### config.mk
export PLATFORM = sky130hd
export DESIGN_NAME = uart_tx_source
export DESIGN_NICKNAME = d
export VERILOG_FILES = /design/src/rtl/uart_tx_source.sv
export SDC_FILE = /design/constraint.sdc
export NUM_CORES = 1
export LEC_CHECK = 0
export BUFFER_PORTS_ARGS = -buffer_cell sky130_fd_sc_hd__buf_2
export CORE_MARGIN = 5
export CORE_UTILIZATION = 30
export CTS_BUF_LIST = sky130_fd_sc_hd__clkbuf_16
export DETAILED_ROUTE_END_ITERATION = 16
export PLACE_DENSITY = 0.54
export SLEW_MARGIN = 0
export SYNTH_ARGS = -nofsm -noshare
export SYNTH_HDL_FRONTEND = slang
export SYNTH_SLANG_ARGS = --single-unit
### constraint.sdc
create_clock -name clock -period 3.2 [get_ports clock]
set_input_delay 0.48 -clock clock [delete_from_list [all_inputs] [get_ports clock]]
set_output_delay 0.48 -clock clock [all_outputs]
set_load 0.005 [all_outputs]
### src/rtl/uart_tx_source.sv
// uart_tx_source: valid/ready byte FIFO feeding an LSB-first 8N1/8N2 UART serializer.
// Define UART_TX_PARITY_EN to add a parity bit (even; odd when parity_odd is set).
module uart_tx_source #(
    parameter int unsigned CLK_DIV    = 868,
    parameter int unsigned FIFO_DEPTH = 16,
    parameter int unsigned STOP_BITS  = 1
) (
    input  logic                        clock,
    input  logic                        reset,
    input  logic                        in_valid,
    output logic                        in_ready,
    input  logic [7:0]                  in_data,
`ifdef UART_TX_PARITY_EN
    input  logic                        parity_odd,
`endif
    output logic                        tx,
    output logic                        busy,
    output logic [$clog2(FIFO_DEPTH):0] fifo_level,
    output logic                        frame_done
);

    localparam int unsigned AddrW      = $clog2(FIFO_DEPTH);
    localparam logic [15:0] BaudReload = 16'(CLK_DIV - 1);
    localparam logic        LastStop   = (STOP_BITS == 2);

    typedef enum logic [2:0] {StIdle, StStart, StData, StParity, StStop} state_e;

    logic [7:0]       mem_q [FIFO_DEPTH];
    logic [AddrW:0]   wr_ptr_q, rd_ptr_q;
    logic             full, empty, push, pop;
    logic [7:0]       head;

    state_e           state_q, state_d;
    logic [15:0]      baud_q, baud_d;
    logic [2:0]       bit_idx_q, bit_idx_d;
    logic             stop_idx_q, stop_idx_d;
    logic [7:0]       shreg_q, shreg_d;
`ifdef UART_TX_PARITY_EN
    logic             parity_q, parity_d;
`endif

    // Full/empty come from registered pointers only, so a pop never frees a slot same-cycle.
    assign full       = (wr_ptr_q ^ rd_ptr_q) == {1'b1, {AddrW{1'b0}}};
    assign empty      = (wr_ptr_q == rd_ptr_q);
    assign in_ready   = !full;
    assign push       = in_valid && in_ready;
    assign head       = mem_q[rd_ptr_q[AddrW-1:0]];
    assign fifo_level = wr_ptr_q - rd_ptr_q;
    assign busy       = (state_q != StIdle) || (fifo_level != '0);

    always_ff @(posedge clock) begin
        if (reset) begin
            wr_ptr_q <= '0;
            rd_ptr_q <= '0;
        end else begin
            if (push) wr_ptr_q <= wr_ptr_q + (AddrW+1)'(1);
            if (pop)  rd_ptr_q <= rd_ptr_q + (AddrW+1)'(1);
        end
    end

    always_ff @(posedge clock) begin
        if (push) mem_q[wr_ptr_q[AddrW-1:0]] <= in_data;
    end

    always_comb begin
        state_d    = state_q;
        baud_d     = baud_q;
        bit_idx_d  = bit_idx_q;
        stop_idx_d = stop_idx_q;
        shreg_d    = shreg_q;
`ifdef UART_TX_PARITY_EN
        parity_d   = parity_q;
`endif
        pop        = 1'b0;
        tx         = 1'b1;
        frame_done = 1'b0;

        case (state_q)
            StIdle: begin
                if (!empty) begin
                    pop     = 1'b1;
                    shreg_d = head;
                    baud_d  = BaudReload;
                    state_d = StStart;
`ifdef UART_TX_PARITY_EN
                    parity_d = ^head;
`endif
                end
            end
            StStart: begin
                tx = 1'b0;
                if (baud_q == '0) begin
                    baud_d    = BaudReload;
                    bit_idx_d = 3'd0;
                    state_d   = StData;
                end else begin
                    baud_d = baud_q - 16'd1;
                end
            end
            StData: begin
                tx = shreg_q[0];
                if (baud_q == '0) begin
                    baud_d  = BaudReload;
                    shreg_d = {1'b0, shreg_q[7:1]};
                    if (bit_idx_q == 3'd7) begin
`ifdef UART_TX_PARITY_EN
                        state_d = StParity;
`else
                        stop_idx_d = 1'b0;
                        state_d    = StStop;
`endif
                    end else begin
                        bit_idx_d = bit_idx_q + 3'd1;
                    end
                end else begin
                    baud_d = baud_q - 16'd1;
                end
            end
`ifdef UART_TX_PARITY_EN
            StParity: begin
                tx = parity_q ^ parity_odd;
                if (baud_q == '0) begin
                    baud_d     = BaudReload;
                    stop_idx_d = 1'b0;
                    state_d    = StStop;
                end else begin
                    baud_d = baud_q - 16'd1;
                end
            end
`endif
            StStop: begin
                tx = 1'b1;
                if (baud_q == '0) begin
                    if (stop_idx_q == LastStop) begin
                        frame_done = 1'b1;
                        // Back-to-back frames: reload straight into START without an idle cycle.
                        if (!empty) begin
                            pop     = 1'b1;
                            shreg_d = head;
                            baud_d  = BaudReload;
                            state_d = StStart;
`ifdef UART_TX_PARITY_EN
                            parity_d = ^head;
`endif
                        end else begin
                            state_d = StIdle;
                        end
                    end else begin
                        stop_idx_d = 1'b1;
                        baud_d     = BaudReload;
                    end
                end else begin
                    baud_d = baud_q - 16'd1;
                end
            end
            default: state_d = StIdle;
        endcase
    end

    always_ff @(posedge clock) begin
        if (reset) begin
            state_q    <= StIdle;
            baud_q     <= BaudReload;
            bit_idx_q  <= 3'd0;
            stop_idx_q <= 1'b0;
            shreg_q    <= 8'd0;
`ifdef UART_TX_PARITY_EN
            parity_q   <= 1'b0;
`endif
        end else begin
            state_q    <= state_d;
            baud_q     <= baud_d;
            bit_idx_q  <= bit_idx_d;
            stop_idx_q <= stop_idx_d;
            shreg_q    <= shreg_d;
`ifdef UART_TX_PARITY_EN
            parity_q   <= parity_d;
`endif
        end
    end

endmodule

==> results.yml, run 1 <==
cells_and_area:
  stdcell_count: 882
  diodes: 0
  fin_area_um2: 8520
  regArea_um2: 4730
  drive_above_1_share: 0.203
  n_fill_cell: 2304
  nets: 570
  multi_input_area_um2: 2480
  final_util: 0.350
  syn2layout_area_growth_pct: 15.2
synthesis:
  synth_cell_types: 65
  ys_seq_area_frac: 0.639
  syn_area_um2: 7390
  synth_mux_area_frac: 0.0965
  netlist_top_cells_count: "128 x edfxtp_1, 44 x dfxtp_1, 40 x nor2_1, 25 x mux4_2, 21 x a21oi_1"
  syn_avg_cell_area_um2: 14.3
  synth.top_cell.area_share: 0.520
  synth_enable_flop_cells: 128
  async_flop_share: 0
  synth_compound_area_frac: 0.0985
  synth_xor_area_frac: 0.0164
  ys_ff_latch: 172
  yosys.area_share.adder: 0.0247
  ys.flop_type: "edfxtp_1"
  yosys.area.top_type: "edfxtp_1"
  yosys.area_share.simple: 0.0995
  netlist_instances: 517
  synthTopCellsByArea: "edfxtp_1 52%, dfxtp_1 12%, mux4_2 7.6%"
  yosysWarnings: 0
  syn_nets: 542
  synth.most_common_cell: "edfxtp_1"
  synth_top_family_by_area: "simple AND/OR/NAND/NOR gates"
die:
  die_x_um: 167
  core_area_um2: 24300
  die_area_um2: 27900
  ioPinCount: 20
  rows: 57
  initial_core_util: 0.304
  die_h_um: 167
placement:
  port_buffers: 19
  place_area_um2: 7900
  dp.cells: 850
  gp_congestion: 0.804
  post-place-ws_ns: 0.476
  dp_hpwl_um: 10600
routing:
  drtAntennaViolNets: 0
  drt_wl_total_um: 16000
  via_per_inst: 4.97
  wl_per_cell_um: 18.1
  vias: 4386
  first_pass_iters: 4
  drtIter0Drc: 299
  drc: 0
global_routing:
  gr-total-overflow: 0
  grt_max_degree: 40
  antenna_found_initial: 0
  grt_pass1_wl_um: 25000
  grt_pass1_vias: 4435
  track_usage: 0.116
pwr:
  worst_ir_drop_vdd_mv: 0.321
  powerDensity_nw_per_um2: 685
  total_power_mw: 5.83
  p_leak_nw: 2.85
setup_path:
  cp-end-kind: "output pin"
  worst-path-buf-inv: 3
  worst-setup-path-type: "reg2out"
  crit_chain: "inv_2 -> ha_1 -> inv_1 -> fa_1 -> a21o_1 -> a21oi_2 -> xor2_1 -> or4_1 -> buf_2"
  slowest_delay_ns: 0.53
  cp-start-kind: "flop"
  cp_max_fo: 5
  critPathSlowestCell: "or4_1"
  worstPathRequired_ns: 2.72
  critical_path_arrival_ns: 2.60
  path_delay_family: "adder cells"
run_status:
  status: "complete, no violations"
cts:
  cts_buffers: 17
  hold_buffers: 0
  clkTransAtPathRegs_ns: 0.07
  cts_htree_levels: 4
  cts_root_buffer: "clkbuf_16"
  clockBufferDepth: 2
  clock-sinks: 172
  clkLatencyLatePin_ns: 0.42
  cts_tree: "built"
sta:
  finalHoldViolations: 0
  fin_setup_tns_ns: 0
  max_freq_ghz: 0.324
  worstMarginPinSlew_ns: 0.775
  fin_skew_ns: 0.0105
  maxSlewHeadroom: 0.482
  hold_ws_ns: 0.456
  rsz0062_at_grt: "false"
  period_needed_ns: 3.08
  drv_slew: 0
  setup_viol_count_final: 0
  post-route-period-util: 0.964
  fin_ws_ns: 0.117
worst_hold_path:
  hold_path.class: "reg2reg"
job:
  maxCapViolCount: 0
## registers in the layout, indices dropped and copies added (netlist names), named ones only
name,flops
baud_q,16
bit_idx_q,3
mem_q,128
rd_ptr_q,5
shreg_q,8
state_q,3
wr_ptr_q,5
## power breakdown
part / internal [mW] / total (mW) / switching, mW / leakage (nW)
sequential: 2.49 / 2.56 / 0.0694 / 1.51
clock: 1.25 / 2.13 / 0.884 / 0.302
combinational: 0.491 / 1.14 / 0.651 / 1.04
total: 4.23 / 5.83 / 1.60 / 2.85
## placed cells by master (no fill, tap or decap), types with 4 or more instances in the layout
| cell type | instances |
|---|---|
| a21oi_1 | 20 |
| buf_2 | 19 |
| o21ai_0 | 9 |
| clkbuf_16 | 17 |
| nand2b_1 | 5 |
| xor2_1 | 4 |
| nand2_1 | 18 |
| nor3_1 | 15 |
| nand4_1 | 6 |
| a21o_1 | 10 |
| dfxtp_2 | 4 |
| nand3_1 | 16 |
| o22ai_1 | 7 |
| inv_1 | 13 |
| a22oi_1 | 17 |
| and2_1 | 4 |
| mux2i_1 | 15 |
| o21ai_1 | 4 |
| ha_1 | 13 |
| buf_4 | 16 |
| mux4_2 | 25 |
| nor2_1 | 40 |
| or3_1 | 4 |
| a211oi_1 | 12 |
| xnor2_1 | 8 |
| dfxtp_1 | 40 |
| edfxtp_1 | 128 |
## metal layers
layer	vias to the layer above	GRT usage	routed length (um)
li1	2070	-	-
met4	0	0.0338	218
met5	-	0	0
met2	76	0.195	8110
met1	2225	0.149	6980
met3	15	0.0268	652
## final timing paths
| path | start | end | slack, ns | cells past startpoint |
|---|---|---|---|---|
| min reg2reg | shreg_q[2] | shreg_q[2] | 0.46 | 1 |
| max | wr_ptr_q[0] | busy | 0.12 | 9 |
| min | shreg_q[2] | shreg_q[2] | 0.46 | 1 |
| max reg2reg | wr_ptr_q[2] | mem_q[6][3] | 0.56 | 5 |
## cell families after synthesis
| kind of cell | Yosys count |
|---|---|
| and+or+nand+nor | 134 |
| DFF | 172 |
| buffers and inverters | 41 |
| adders and majority gates | 14 |
| xor gates and xnor gates | 13 |
| muxes | 40 |
| AOI/OAI and AO/OA | 103 |
## final cells by class
cell class	count	share of cell area
clock buffers	17	0.0499
well taps	324	0.0476
clock inverters	15	0.0220
multi-input cells	304	0.292
flip-flops and latches	172	0.555
inverters	14	0.00617
repair buffers	36	0.0276
## worst reg2reg max path: cells and delay by family (launching register included)
kind	cells	cell delay (ns)
AO/OA/AOI/OAI	1	0.32
flip-flops	1	0.52
AND/OR/NAND/NOR	3	1.07
adder cells (fa/ha/maj)	1	0.35
## timing repair
item,CTS,global route
resized for setup,0,4
setup buffers,0,0
endpoints found under the setup margin,0,1
Power figures use the tool's default switching activity.
==> run 2, diff against run 1 <==
==> constraint.sdc (replaced) <==
create_clock -name clock -period 3.2 [get_ports clock]
set_input_delay 0.32 -clock clock [delete_from_list [all_inputs] [get_ports clock]]
set_output_delay 0.32 -clock clock [all_outputs]
set_load 0.005 [all_outputs]
==> run 2 against run 1 <==
Power decreased by 0.38%. First-iteration DRC count decreased by 6.0%. Sequential power increased by 2%. Register-to-register slack improved by 0.03 ns. Clock power about the same. Count of clock-buffer cells in the layout unchanged. Utilization decreased by 0.10 points.
==> results.yml, run 2 (synthesized netlist as in run 1, its figures left out) <==
pwr:
  swShare: 0.273
  pwr-share-clk: 0.364
  powerDensity_nw_per_um2: 684
  seq_power_share: 0.452
  p_leak_nw: 2.84
  worst_ir_drop_vdd_mv: 0.368
  combPwrFrac: 0.184
  p_sw_mw: 1.59
  p_int_mw: 4.23
cells_and_area:
  largest_reg_flops: 128
  final_cell_mix: "128 x edfxtp_1, 42 x dfxtp_1, 40 x nor2_1"
  diodes: 0
  nets: 568
  drive_above_1_share: 0.194
  final_util: 0.349
  syn2layout_area_growth_pct: 14.9
  layout_commonest_cell: "edfxtp_1"
job:
  maxCapViolCount: 0
sta:
  finalHoldViolations: 0
  max_freq_ghz: 0.332
  period_needed_ns: 3.01
  fin_skew_ns: 0.00949
  post-route-period-util: 0.942
  worstMarginPinSlew_ns: 0.747
  rsz0062_at_grt: "false"
  drv_slew: 0
  setup_viol_count_final: 0
  maxSlewHeadroom: 0.497
  fin_setup_tns_ns: 0
setup_path:
  critical_path_arrival_ns: 2.69
  worstPathRequired_ns: 2.88
  worst-setup-path-type: "reg2out"
  slowest_delay_ns: 0.55
  crit_chain: "inv_1 -> ha_1 -> inv_1 -> fa_1 -> a21o_1 -> a21oi_1 -> xor2_1 -> or4_1 -> buf_2"
  cp_max_fo: 5
  cp-end-kind: "output pin"
  critPathSlowestCell: "or4_1"
  path_common_cell: "inv_1"
  cp-start-kind: "flop"
placement:
  dp_hpwl_um: 10900
  port_buffers: 19
  gp_congestion: 0.795
global_routing:
  antenna_found_initial: 0
  track_usage: 0.118
  grt_max_degree: 31
  grt_pass1_vias: 4521
  grt_pass1_wl_um: 25300
  gr-total-overflow: 0
cts:
  cts_htree_levels: 4
  hold_buffers: 0
  clock-sinks: 172
  clkLatencyLatePin_ns: 0.42
  clockBufferDepth: 2
  post_cts_buffers: 0
  ctsResizeCount: 0
  cts_tree: "built"
  cts_root_buffer: "clkbuf_16"
  clkTransAtPathRegs_ns: 0.07
  cts_buffers: 17
routing:
  drtAntennaViolNets: 0
  drt_wl_total_um: 16000
  vias: 4429
  drc: 0
  first_pass_iters: 4
  drtIter0Drc: 281
  via_per_inst: 5.03
  wl_per_cell_um: 18.1
die:
  initial_core_util: 0.304
  ioPinCount: 20
  die_x_um: 167
  core_area_um2: 24300
  rows: 57
  die_area_um2: 27900
  die_h_um: 167
run_status:
  status: "complete, no violations"
worst_hold_path:
  hold_path.class: "in2reg"
run 2: cell count changes in the layout (fill, tap and decap cells not counted), sizes merged:
cell,change
clkinv,-3
clkinvlp,+2
inv,+1
buf,-2
run 2: critical path: cells and delay by family, from the launching register on:
| kind | cells | cell delay (ns) |
|---|---|---|
| fa+ha+maj | 2 | 0.56 |
| simple gates | 1 | 0.55 |
| buf+inv | 3 | 0.32 |
| xor+xnor | 1 | 0.11 |
| flops | 1 | 0.36 |
| compound gates | 2 | 0.37 |
run 2: final timing paths:
kind                             startpoint      endpoint  slack (ns)  cells past startpoint
worst max register to register  wr_ptr_q[2]  mem_q[11][3]        0.59                      5
worst min register to register   shreg_q[7]    shreg_q[7]        0.46                      1
worst max-delay path            wr_ptr_q[0]          busy        0.19                      9
worst min-delay path             in_data[2]   mem_q[6][2]        0.32                      1
run 2: per-stage QoR:
stage	total power, mW	worst slack [ns]	hold slack, ns	area, um2	instances
6_report	5.81	0.187	0.321	8500	880
3_5_place_dp	3.76	0.598	0.443	7890	848
2_1_floorplan	3.44	0.756	0.419	7390	517
4_1_cts	5.88	0.179	0.313	8500	880
3_3_place_gp	3.73	0.725	0.435	7890	848
5_1_grt	6.08	0.0836	0.315	8500	880
run 2: power by group through the flow:
stage	combinational, mW	sequential (mW)	clock [mW]
after floorplan	0.863	2.58	0
after global placement	1.06	2.67	0
after detailed placement	1.08	2.68	0
after CTS	1.09	2.63	2.17
after global routing	1.18	2.64	2.26
final	1.07	2.62	2.12
run 2: routing by layer:
metal,part of all wire,GRT usage
met3,0.038,0.0273
met4,0.017,0.0377
met5,0,0
met2,0.52,0.201
met1,0.43,0.148
run 2: cell type report:
cell class,count,area (um2)
Clock buffer,17,425
Inverter,14,52.6
Fill cell,2294,15800
Tap cell,324,405
Sequential cell,172,4730
Multi-Input combinational cell,304,2480
Timing Repair Buffer,34,220
Clock inverter,15,184
